==> config.mk <==
export PLATFORM = sky130hd
export DESIGN_NAME = cookie_count_display
export DESIGN_NICKNAME = d
export VERILOG_FILES = /design/src/rtl/cookie_count_display_pkg.sv /design/src/rtl/cookie_count_display_debounce.sv /design/src/rtl/cookie_count_display.sv
export SDC_FILE = /design/constraint.sdc
export NUM_CORES = 1
export LEC_CHECK = 0
export CAP_MARGIN = 40
export CORE_ASPECT_RATIO = 0.5
export CORE_MARGIN = 5
export CORE_UTILIZATION = 39
export CTS_BUF_LIST = sky130_fd_sc_hd__clkbuf_4
export CTS_CLUSTER_DIAMETER = 30
export DETAILED_ROUTE_END_ITERATION = 12
export GPL_TIMING_DRIVEN = 0
export PLACE_DENSITY = 0.66
export RECOVER_POWER = 50
export SLEW_MARGIN = 20
export SYNTH_ARGS = -nofsm -noshare
export SYNTH_HDL_FRONTEND = slang
export SYNTH_SLANG_ARGS = --single-unit
==> constraint.sdc <==
create_clock -name clk -period 3.8 [get_ports clk]
set_input_delay 0.76 -clock clk [delete_from_list [all_inputs] [get_ports clk]]
set_output_delay 0.76 -clock clk [all_outputs]
set_load 0.1 [all_outputs]
==> src/rtl/cookie_count_display_pkg.sv <==
// cookie_count_display_pkg: shared state encodings, 7-segment glyphs and default timings
package cookie_count_display_pkg;
  typedef enum logic [2:0] {D3 = 3'd0, D2 = 3'd1, D1 = 3'd2, D0 = 3'd3, GAP = 3'd4} state_t;
  localparam logic [6:0] SEG_0 = 7'h3F;
  localparam logic [6:0] SEG_1 = 7'h06;
  localparam logic [6:0] SEG_2 = 7'h5B;
  localparam logic [6:0] SEG_3 = 7'h4F;
  localparam logic [6:0] SEG_4 = 7'h66;
  localparam logic [6:0] SEG_5 = 7'h6D;
  localparam logic [6:0] SEG_6 = 7'h7D;
  localparam logic [6:0] SEG_7 = 7'h07;
  localparam logic [6:0] SEG_8 = 7'h7F;
  localparam logic [6:0] SEG_9 = 7'h6F;
  localparam logic [6:0] SEG_DASH = 7'h40;
  localparam logic [6:0] SEG_BLANK = 7'h00;
  localparam int DEF_DB_CYCLES = 100000;
  localparam int DEF_DIGIT_CYCLES = 5000000;
  function automatic logic [6:0] glyph(input logic [3:0] d);
    case (d)
      4'd0: glyph = SEG_0;
      4'd1: glyph = SEG_1;
      4'd2: glyph = SEG_2;
      4'd3: glyph = SEG_3;
      4'd4: glyph = SEG_4;
      4'd5: glyph = SEG_5;
      4'd6: glyph = SEG_6;
      4'd7: glyph = SEG_7;
      4'd8: glyph = SEG_8;
      4'd9: glyph = SEG_9;
      default: glyph = SEG_DASH;
    endcase
  endfunction
endpackage

==> src/rtl/cookie_count_display_debounce.sv <==
// cookie_count_display_debounce: 2-FF synchroniser, debounce timer and rising-edge click pulse
// Ports: clk, rst (sync, active-high), click_raw (async button), click_pulse (1-cycle, DB_CYCLES+3 after a clean edge)
module cookie_count_display_debounce
  import cookie_count_display_pkg::*;
#(
  parameter int DB_CYCLES = DEF_DB_CYCLES,
  parameter int CNT_W = 23
) (
  input  logic clk,
  input  logic rst,
  input  logic click_raw,
  output logic click_pulse
);
  logic [1:0] sync;
  logic stable, stable_d;
  logic [CNT_W-1:0] timer;
  always_ff @(posedge clk) begin
    if (rst) begin
      sync <= '0;
      stable <= 1'b0;
      stable_d <= 1'b0;
      timer <= '0;
      click_pulse <= 1'b0;
    end else begin
      sync <= {sync[0], click_raw};
      stable_d <= stable;
      click_pulse <= stable & ~stable_d;
      if (sync[1] == stable) timer <= '0;
      else if (timer == CNT_W'(DB_CYCLES - 1)) begin
        stable <= sync[1];
        timer <= '0;
      end else timer <= timer + 1'b1;
    end
  end
endmodule

==> src/rtl/cookie_count_display.sv <==
// cookie_count_display: debounced click counter in BCD, scrolled digit by digit onto one 7-segment display
// Ports: clk, rst (sync, active-high), ena (freezes counter and sequencer), click_raw, clear,
//        seg_out[6:0] (segments a..g), dp_out, count_bcd[15:0], overflow (sticky 9999->0000 wrap)
// Build option: LEADING_ZERO_BLANK_EN skips leading-zero digits at the start of each scroll
module cookie_count_display
  import cookie_count_display_pkg::*;
#(
  parameter int DB_CYCLES = DEF_DB_CYCLES,
  parameter int DIGIT_CYCLES = DEF_DIGIT_CYCLES,
  parameter int CNT_W = 23
) (
  input  logic        clk,
  input  logic        rst,
  input  logic        ena,
  input  logic        click_raw,
  input  logic        clear,
  output logic [6:0]  seg_out,
  output logic        dp_out,
  output logic [15:0] count_bcd,
  output logic        overflow
);
  logic click_pulse;
  logic [15:0] inc;
  logic [4:0] carry;
  logic [15:0] disp;
  logic [CNT_W-1:0] slot;
  logic [3:0] digit;
  state_t state, first, next;
  cookie_count_display_debounce #(.DB_CYCLES(DB_CYCLES), .CNT_W(CNT_W)) u_db (
    .clk(clk),
    .rst(rst),
    .click_raw(click_raw),
    .click_pulse(click_pulse)
  );
  always_comb begin
    inc = count_bcd;
    carry = 5'b00001;
    for (int i = 0; i < 4; i++) begin
      inc[4*i+:4] = carry[i] ? (count_bcd[4*i+:4] == 4'd9 ? 4'd0 : count_bcd[4*i+:4] + 4'd1) : count_bcd[4*i+:4];
      carry[i+1] = carry[i] & (count_bcd[4*i+:4] == 4'd9);
    end
  end
  always_ff @(posedge clk) begin
    if (rst || clear) begin
      count_bcd <= '0;
      overflow <= 1'b0;
    end else if (ena && click_pulse) begin
      count_bcd <= inc;
      overflow <= overflow | carry[4];
    end
  end
`ifdef LEADING_ZERO_BLANK_EN
  assign first = count_bcd[15:12] != 4'd0 ? D3 : count_bcd[11:8] != 4'd0 ? D2 : count_bcd[7:4] != 4'd0 ? D1 : D0;
`else
  assign first = D3;
`endif
  assign next = state == GAP ? first : state == D0 ? GAP : state_t'(state + 3'd1);
  assign digit = state == D3 ? disp[15:12] : state == D2 ? disp[11:8] : state == D1 ? disp[7:4] : disp[3:0];
  // Outputs follow the state register, so they change one cycle after each transition.
  always_ff @(posedge clk) begin
    if (rst) begin
      state <= GAP;
      slot <= '0;
      disp <= '0;
      seg_out <= SEG_BLANK;
      dp_out <= 1'b0;
    end else if (ena) begin
      seg_out <= state == GAP ? SEG_BLANK : glyph(digit);
      dp_out <= state == GAP ? overflow : state == D0;
      if (slot == CNT_W'(DIGIT_CYCLES - 1)) begin
        slot <= '0;
        state <= next;
        if (state == GAP) disp <= count_bcd;
      end else slot <= slot + 1'b1;
    end
  end
endmodule

Word-level counts from Yosys, hierarchy flattened

Memories as Yosys holds them, arrays and structs flattened.
Index checks and enable logic that the tools add are counted.
W data, S select, Z words.

Memories kept: 1
ROM bits: 112
Bits of input ports: 5
Register bits after elaboration: 95
Output and inout port bits: 25
Word-level logic and storage cells: 63

Memory list:

| name            | depth | width | read ports | clocked after Yosys merged registers in | write ports | RTL line                       | text |
|---|---|---|---|---|---|---|---|
| (no name shown) | 16    | 7     | 1          | 0                                       | 0           | cookie_count_display_pkg.sv:19 | `case (d)` |

Reduce and logical (&&, ||, !) cells: 10
Bitwise gates (word level): 7
Add/subtract/negate cells: 7
Muxes and demuxes: 12
Equality and inequality tests: 11

Operators by type and width:

| kind                    | number |
|---|---|
| $add A23 B1 Y23 const B | 2 |
| $mux W4                 | 7 |
| $eq A23 B17 Y1 const B  | 1 |
| $eq A23 B23 Y1 const B  | 1 |
| $mux W23                | 1 |
| $add A4 B1 Y4 const B   | 4 |
| $eq A4 B4 Y1 const B    | 4 |
| $reduce_and A2 Y1       | 5 |
| $mux W7                 | 1 |
| $eq A3 B2 Y1 const B    | 2 |
| $mux W3                 | 2 |
| $and A1 B1 Y1           | 4 |
| $add A3 B1 Y3 const B   | 1 |
| $eq A3 B1 Y1 const B    | 1 |
| $eq A3 B3 Y1 const B    | 1 |
| $logic_not A3 Y1        | 1 |
| $reduce_and A3 Y1       | 1 |
| $reduce_or A3 Y1        | 1 |
| $not A1 Y1              | 2 |
| $eq A1 B1 Y1            | 1 |
| $logic_and A1 B1 Y1     | 1 |
| $logic_or A1 B1 Y1      | 1 |
| $mux W1                 | 1 |
| $or A1 B1 Y1            | 1 |

Depth between registers and ports, before layout

Gate-level depths: netlist of the first run.
An unclocked memory read counts as a cell.

Depth after elaboration: 6
Gate-level depth with buffers: 11
Depth with buffers taken out: 10

Modules after synthesis

A second synthesis of the first run with hierarchy kept.

Cells, all modules: 516
Area total of the unflattened synthesis: 4488.1 um^2

By module, submodules not included:

| module                        | cells each | sequential area each (um^2) | area an instance (um^2) | instances |
|---|---|---|---|---|
| cookie_count_display          | 378        | 1341.3                      | 3285.7                  | 1 |
| cookie_count_display_debounce | 138        | 560.5                       | 1202.4                  | 1 |

Least setup slack after synthesis of the first run

Ideal clock, no wire load.

Path kind: register -> register
Start point: reg count_bcd[0]
End point: reg count_bcd[15]
Setup time: 128 ps
Arrival: 2601 ps
Setup slack: 1071 ps
Clock period less this slack: 2729 ps
Data required time: 3672 ps
Path buffers: 0
Cell stages (with the launch flop): 6
Cells stage by stage: dfxtp_1 -> nand3_1 -> or3_4 -> nor4_4 -> a21boi_1 -> o32ai_2

Longest elaborated chain between the ends: 4

Ends and longest elaborated chain:

| what                        | RTL line                   | text |
|---|---|---|
| from (decl)                 | cookie_count_display.sv:19 | `output logic [15:0] count_bcd,` |
| from (signal assigned)      | cookie_count_display.sv:48 | `count_bcd <= inc;` |
| $eq A4 B4 Y1                | cookie_count_display.sv:40 | `carry[i+1] = carry[i] & (count_bcd[4*i+:4] == 4'd9);` |
| $and A1 B1 Y1 (2 in a row)  | cookie_count_display.sv:40 |  |
| $reduce_and A2 Y1 (no line) | n/a                        |  |

Every way passes these cells.
A chain may end at the register's enable or synchronous reset.

Worst setup path after layout of the first run

Start point: reg count_bcd[3]
End point: out count_bcd[3]

No word-level cell between the ends.

==> impl_metrics.yaml, run 1 <==
drt:
  wl_um: 8870
  drt_iter0_drc: 131
  drc: 0
  num_vias: 3549
  postRouteAntennaNets: 0
  avgViaCountPerCell: 4.97
  firstDrtPassIters: 4
  wl_per_cell_um: 12.4
floorplan:
  start_util_pct: 40.0
  ios: 30
  core-area_um2: 11000
  die_w_um: 160
  row_count: 27
  die_h_um: 85.0
  die-area_um2: 13600
layout:
  ff_latch_area_um2: 1900
  n_antenna_cell: 0
  drive_gt1_share_pct: 5.27
  final_common_cell: "dfxtp_1"
  fillers: 1053
  layout.nets: 583
  post-route-cell-area_um2: 5110
  multi_input_area_um2: 2330
  syn_to_final_growth_pct: 16.5
  layout_common_cells: "dfxtp_1, nor2_1, nand2_1, clkbuf_1, xnor2_1"
global_route:
  overflow: 0
  track_usage_pct: 13.9
  grt_pass1_wl_um: 15900
  grt_antenna_before_repair: 0
  grt_pass1_vias: 3412
  grt_max_degree: 15
power_and_ir_drop:
  powerDensity_nw_per_um2: 289
  p_leak_uw: 0.00167
  p_total_uw: 1480
  vdd_ir_drop_max_mv: 0.134
critical_path:
  r2r-start: "state[0]"
  critical_path_class: "flip-flop to output port"
  reg2reg_depth: 9
  worst_setup_path_end_kind: "output port"
  rrSetupSlack_ns: 1.18
  slowest_stage: "clkbuf_1"
  r2r_end: "seg_out[2]"
  slowest_delay_ns: 0.86
  critPathArrivalTime_ns: 2.24
  path_cells: "clkdlybuf4s50_1 -> clkbuf_1"
  startpoint_type: "flip-flop"
  worstPathMaxFanout: 6
  worstPathRequired_ns: 3.04
logic_synthesis:
  async_flop_share_pct: 0
  synth_edf_count: 0
  ys_warn_count: 0
  synth-seq-cells: 95
  syn_area_um2: 4390
  seq_area_frac_synth_pct: 43.3
  avgSynthCellArea_um2: 8.76
  ys.flop_type: "dfxtp_1"
  synth_cells: 501
  syn_nets: 517
  synthDistinctLibCells: 53
hold_path:
  holdCritStartpoint: "u_db.stable_d"
  hold_depth: 1
  hold_path_class: "flip-flop to flip-flop"
  min_to: "u_db.click_pulse"
sta:
  hold_ws_ns: 0.392
  fin_crit_sh_pct: 79.0
  hold_viol_final: 0
  rsz0062_at_grt: "false"
  tightest_slew_ns: 1.18
  skew_ns: 0.0176
  slew-limit-headroom_pct: 21.8
  setup_tns_ns: 0
  clock.fmax_ghz: 0.333
  finalSetupViolations: 0
  drv_slew: 0
  setup_ws_ns: 0.798
  finalCriticalPeriod_ns: 3.00
placed_design:
  placed_area_um2: 5240
  gp_congestion: 0.838
  hpwl_um: 6560
  pre_cts_ws_ns: 0.594
  port-buffer-count: 29
clock_tree:
  cts_tree: "yes"
  clock-sinks: 95
  cts_buffers: 9
  insertion_delay_ns: 0.43
  clock-root-buffer: "clkbuf_4"
  cts_resized: 0
  postCtsHoldBufs: 0
  htree_num_levels: 3
  post_cts_buffers: 0
  clk_pin_slew_ns: 0.13
  clock_path_buffers: 2
run:
  drv_cap: 0
outcome:
  outcome: "completed"
## critical path: cells and delay by family (launching register included)
family / cells / cell delay (ns)
buffers and inverters: 2 / 1.37
DFF: 1 / 0.44
## synth_stat cells, drive strengths merged (14+ instances only)
library cell  number  share of area (%)
nor2b             14                2.0
xor2              20                4.0
nand2             35                3.0
clkbuf            15                1.3
xnor2             30                6.0
inv               19                1.6
dfxtp             95                 43
nand4             14                2.0
mux2i             20                4.6
nand3             21                2.4
a21oi             18                2.1
nor2              90                7.7
## final cells by class
cell class / instances / share of cell area [%]
Clock inverter: 4 / 0.514
Clock buffer: 9 / 1.32
Timing Repair Buffer: 55 / 9.16
Buffer: 16 / 1.32
Tap cell: 145 / 3.55
Sequential cell: 95 / 37.2
Multi-Input combinational cell: 371 / 45.5
Inverter: 19 / 1.40
## power breakdown
part	total [uW]	leakage [uW]	internal (uW)	switching, uW
Sequential	1000	0.000766	1000	4.24
Combinational	40.3	0.000845	12.1	28.2
Clock	432	0.0000551	123	309
Total	1480	0.00167	1140	341
## how the worst max path moves through the flow
stage	startpoint	end	slack (ns)	cells past startpoint
after global routing	ena	count_bcd[9]	0.66	6
after CTS	ena	count_bcd[15]	1.08	6
after global placement	ena	count_bcd[15]	0.65	6
after floorplan	count_bcd[0]	count_bcd[15]	1.07	5
final	count_bcd[3]	count_bcd[3]	0.80	2
after detailed placement	ena	count_bcd[15]	0.59	6
## flip-flops by register name, summed over array words and instances, names as in the netlist
| name | count |
|---|---|
| u_db.sync | 2 |
| disp | 16 |
| state | 3 |
| u_db.click_pulse | 1 |
| u_db.timer | 23 |
| u_db.stable_d | 1 |
| dp_out | 1 |
| count_bcd | 16 |
| seg_out | 7 |
| u_db.stable | 1 |
| slot | 23 |
| overflow | 1 |
## layer usage
layer,up-vias,wire length [um],share of wire (%),GRT usage (%)
li1,1848,-,-,-
met1,1652,4440,50,18.1
met2,37,4030,45,23.0
met3,12,285,3.2,3.83
met4,0,116,1.3,3.59
met5,-,0,0,0
## cells by family after synthesis
| kind of cell | Yosys count | share of synthesized area (%) |
|---|---|---|
| AO/OA/AOI/OAI | 54 | 8.13 |
| XOR/XNOR | 50 | 9.98 |
| adder cells (fa/ha/maj) | 11 | 3.14 |
| buffers and inverters | 35 | 3.17 |
| flip-flops | 95 | 43.3 |
| multiplexers | 20 | 4.56 |
| AND/OR/NAND/NOR | 236 | 27.7 |
## stage by stage
| step | instances | utilization, % |
|---|---|---|
| 6_report | 714 | 46.6 |
| 5_1_grt | 714 | 46.6 |
| 4_1_cts | 713 | 48.5 |
| 3_5_place_dp | 700 | 47.7 |
| 3_3_place_gp | 675 | 44.3 |
| 2_1_floorplan | 501 | - |
Note: power is estimated with default switching activity, not from simulation.
==> run 2: changes to the inputs <==
clock period = 3.1 ns   (was 3.8 ns; I/O delays follow)
==> impl_metrics.yaml, run 2 (same netlist as run 1, synthesis figures left out) <==
outcome:
  outcome: "completed"
placed_design:
  dp_cells: 700
  gp_congestion: 0.838
  pre_cts_ws_ns: 0.0344
  port-buffer-count: 29
  hpwl_um: 6560
critical_path:
  crit_start: "ena"
  worstPathRequired_ns: 3.40
  critical_path_class: "input port to flip-flop"
  cp.depth: 7
  reg2reg_depth: 9
  worst_setup_path_end_kind: "flip-flop"
  worstPathMaxFanout: 10
  cp_num_buf_inv: 2
  startpoint_type: "input port"
  r2r-start: "state[0]"
  rrSetupSlack_ns: 0.48
  slowest_delay_ns: 0.70
  critical_path.top_delay_family: "simple AND/OR/NAND/NOR gates"
  path_cells: "dlygate4sd3_1 -> and4_1 -> nand4_1 -> nor3_2 -> buf_6 -> mux2i_1 -> nor2_1"
  slowest_stage: "dlygate4sd3_1"
  r2r_end: "seg_out[2]"
  critPathArrivalTime_ns: 3.08
power_and_ir_drop:
  p_total_uw: 1810
  powerDensity_nw_per_um2: 345
  p_leak_uw: 0.00201
  vdd_ir_drop_max_mv: 0.164
global_route:
  grt_pass1_vias: 3412
  grt_antenna_before_repair: 0
  overflow: 0
  met3_usage_pct: 3.83
  grt_use_met2_pct: 23.0
  grt_pass1_wl_um: 15900
  track_usage_pct: 13.9
  grt_max_degree: 15
  grt_use_met1_pct: 18.1
  busiest_layer: "met2"
layout:
  top_regs: "slot (23), u_db.timer (23)"
  syn_to_final_growth_pct: 19.8
  n_antenna_cell: 0
  layout_common_cells: "dfxtp_1, nor2_1, nand2_1, xnor2_1"
  fillers: 1044
  final-instance-count-excl-fill: 714
  drive_gt1_share_pct: 5.98
  layout.nets: 583
  final_common_cell: "dfxtp_1"
floorplan:
  core-area_um2: 11000
  die-area_um2: 13600
  start_util_pct: 40.0
  row_count: 27
  die_h_um: 85.0
  ios: 30
  die_w_um: 160
drt:
  num_vias: 3547
  postRouteAntennaNets: 0
  firstDrtPassIters: 4
  drt_iter0_drc: 151
  wl_um: 8890
  avgViaCountPerCell: 4.97
  drc: 0
  wl_per_cell_um: 12.4
clock_tree:
  postCtsHoldBufs: 0
  post_cts_buffers: 0
  htree_num_levels: 3
  clock_path_buffers: 2
  clock-root-buffer: "clkbuf_4"
  cts_tree: "yes"
  clock-sinks: 95
  insertion_delay_ns: 0.43
  clk_pin_slew_ns: 0.13
  cts_resized: 0
  cts_buffers: 9
sta:
  finalSetupViolations: 0
  setup_tns_ns: 0
  finalCriticalPeriod_ns: 2.78
  fin_crit_sh_pct: 89.7
  clock.fmax_ghz: 0.360
  drv_slew: 0
  skew_ns: 0.0176
  slew-limit-headroom_pct: 34.7
  tightest_slew_ns: 0.977
  rsz0062_at_grt: "false"
  setup_ws_ns: 0.320
  hold_viol_final: 0
hold_path:
  holdCritStartpoint: "u_db.stable_d"
  hold_depth: 1
  min_to: "u_db.click_pulse"
  hold_path_class: "flip-flop to flip-flop"
run:
  drv_cap: 0
[run 2: worst register-to-register path: cells and delay by family (launching register included)]
| family | cells | cell delay (ns) |
|---|---|---|
| DFF | 1 | 0.42 |
| buffers and inverters | 3 | 0.48 |
| AOI/OAI and AO/OA | 4 | 1.17 |
| adders and majority gates | 2 | 0.44 |
[run 2: how the worst max path moves through the flow]
stage | endpoint | slack, ns
2_1_floorplan | count_bcd[15] | 0.37
3_3_place_gp | count_bcd[15] | 0.09
3_5_place_dp | count_bcd[15] | 0.03
4_1_cts | seg_out[2] | 0.50
5_1_grt | disp[10] | 0.13
6_report | disp[11] | 0.32
[run 2: final cells by class]
| cell class | count | area, um2 | share of cell area, % |
|---|---|---|---|
| Sequential cell | 95 | 1900 | 36.2 |
| Inverter | 19 | 71.3 | 1.36 |
| Tap cell | 145 | 181 | 3.45 |
| Multi-Input combinational cell | 371 | 2340 | 44.5 |
| Clock inverter | 4 | 26.3 | 0.500 |
| Timing Repair Buffer | 55 | 603 | 11.5 |
| Clock buffer | 9 | 67.6 | 1.29 |
| Buffer | 16 | 67.6 | 1.29 |
[run 2: per-layer routing]
metal	share of wire [%]	up-vias
li1	-	1848
met1	50	1652
met2	45	35
met3	3.2	12
met4	1.3	0
met5	0	-
[run 2: metrics by stage]
step	util [%]	hold slack, ns	instance area, um2
2_1_floorplan	-	0.367	4390
3_3_place_gp	44.3	0.373	4860
3_5_place_dp	47.7	0.374	5240
4_1_cts	48.5	0.393	5330
5_1_grt	47.9	0.415	5260
6_report	47.9	0.392	5260
[run 2: power breakdown]
part / internal (uW) / switching (uW)
clock: 151 / 379
combinational: 15.6 / 34.5
sequential: 1230 / 5.20
total: 1390 / 418
==> run 3: changes to the inputs <==
ABC_AREA = 0   (was not set)
SKIP_LAST_GASP = 1   (was not set)
==> results of run 3 <==
Final layout, timing and power as in run 2 (identical DEF).
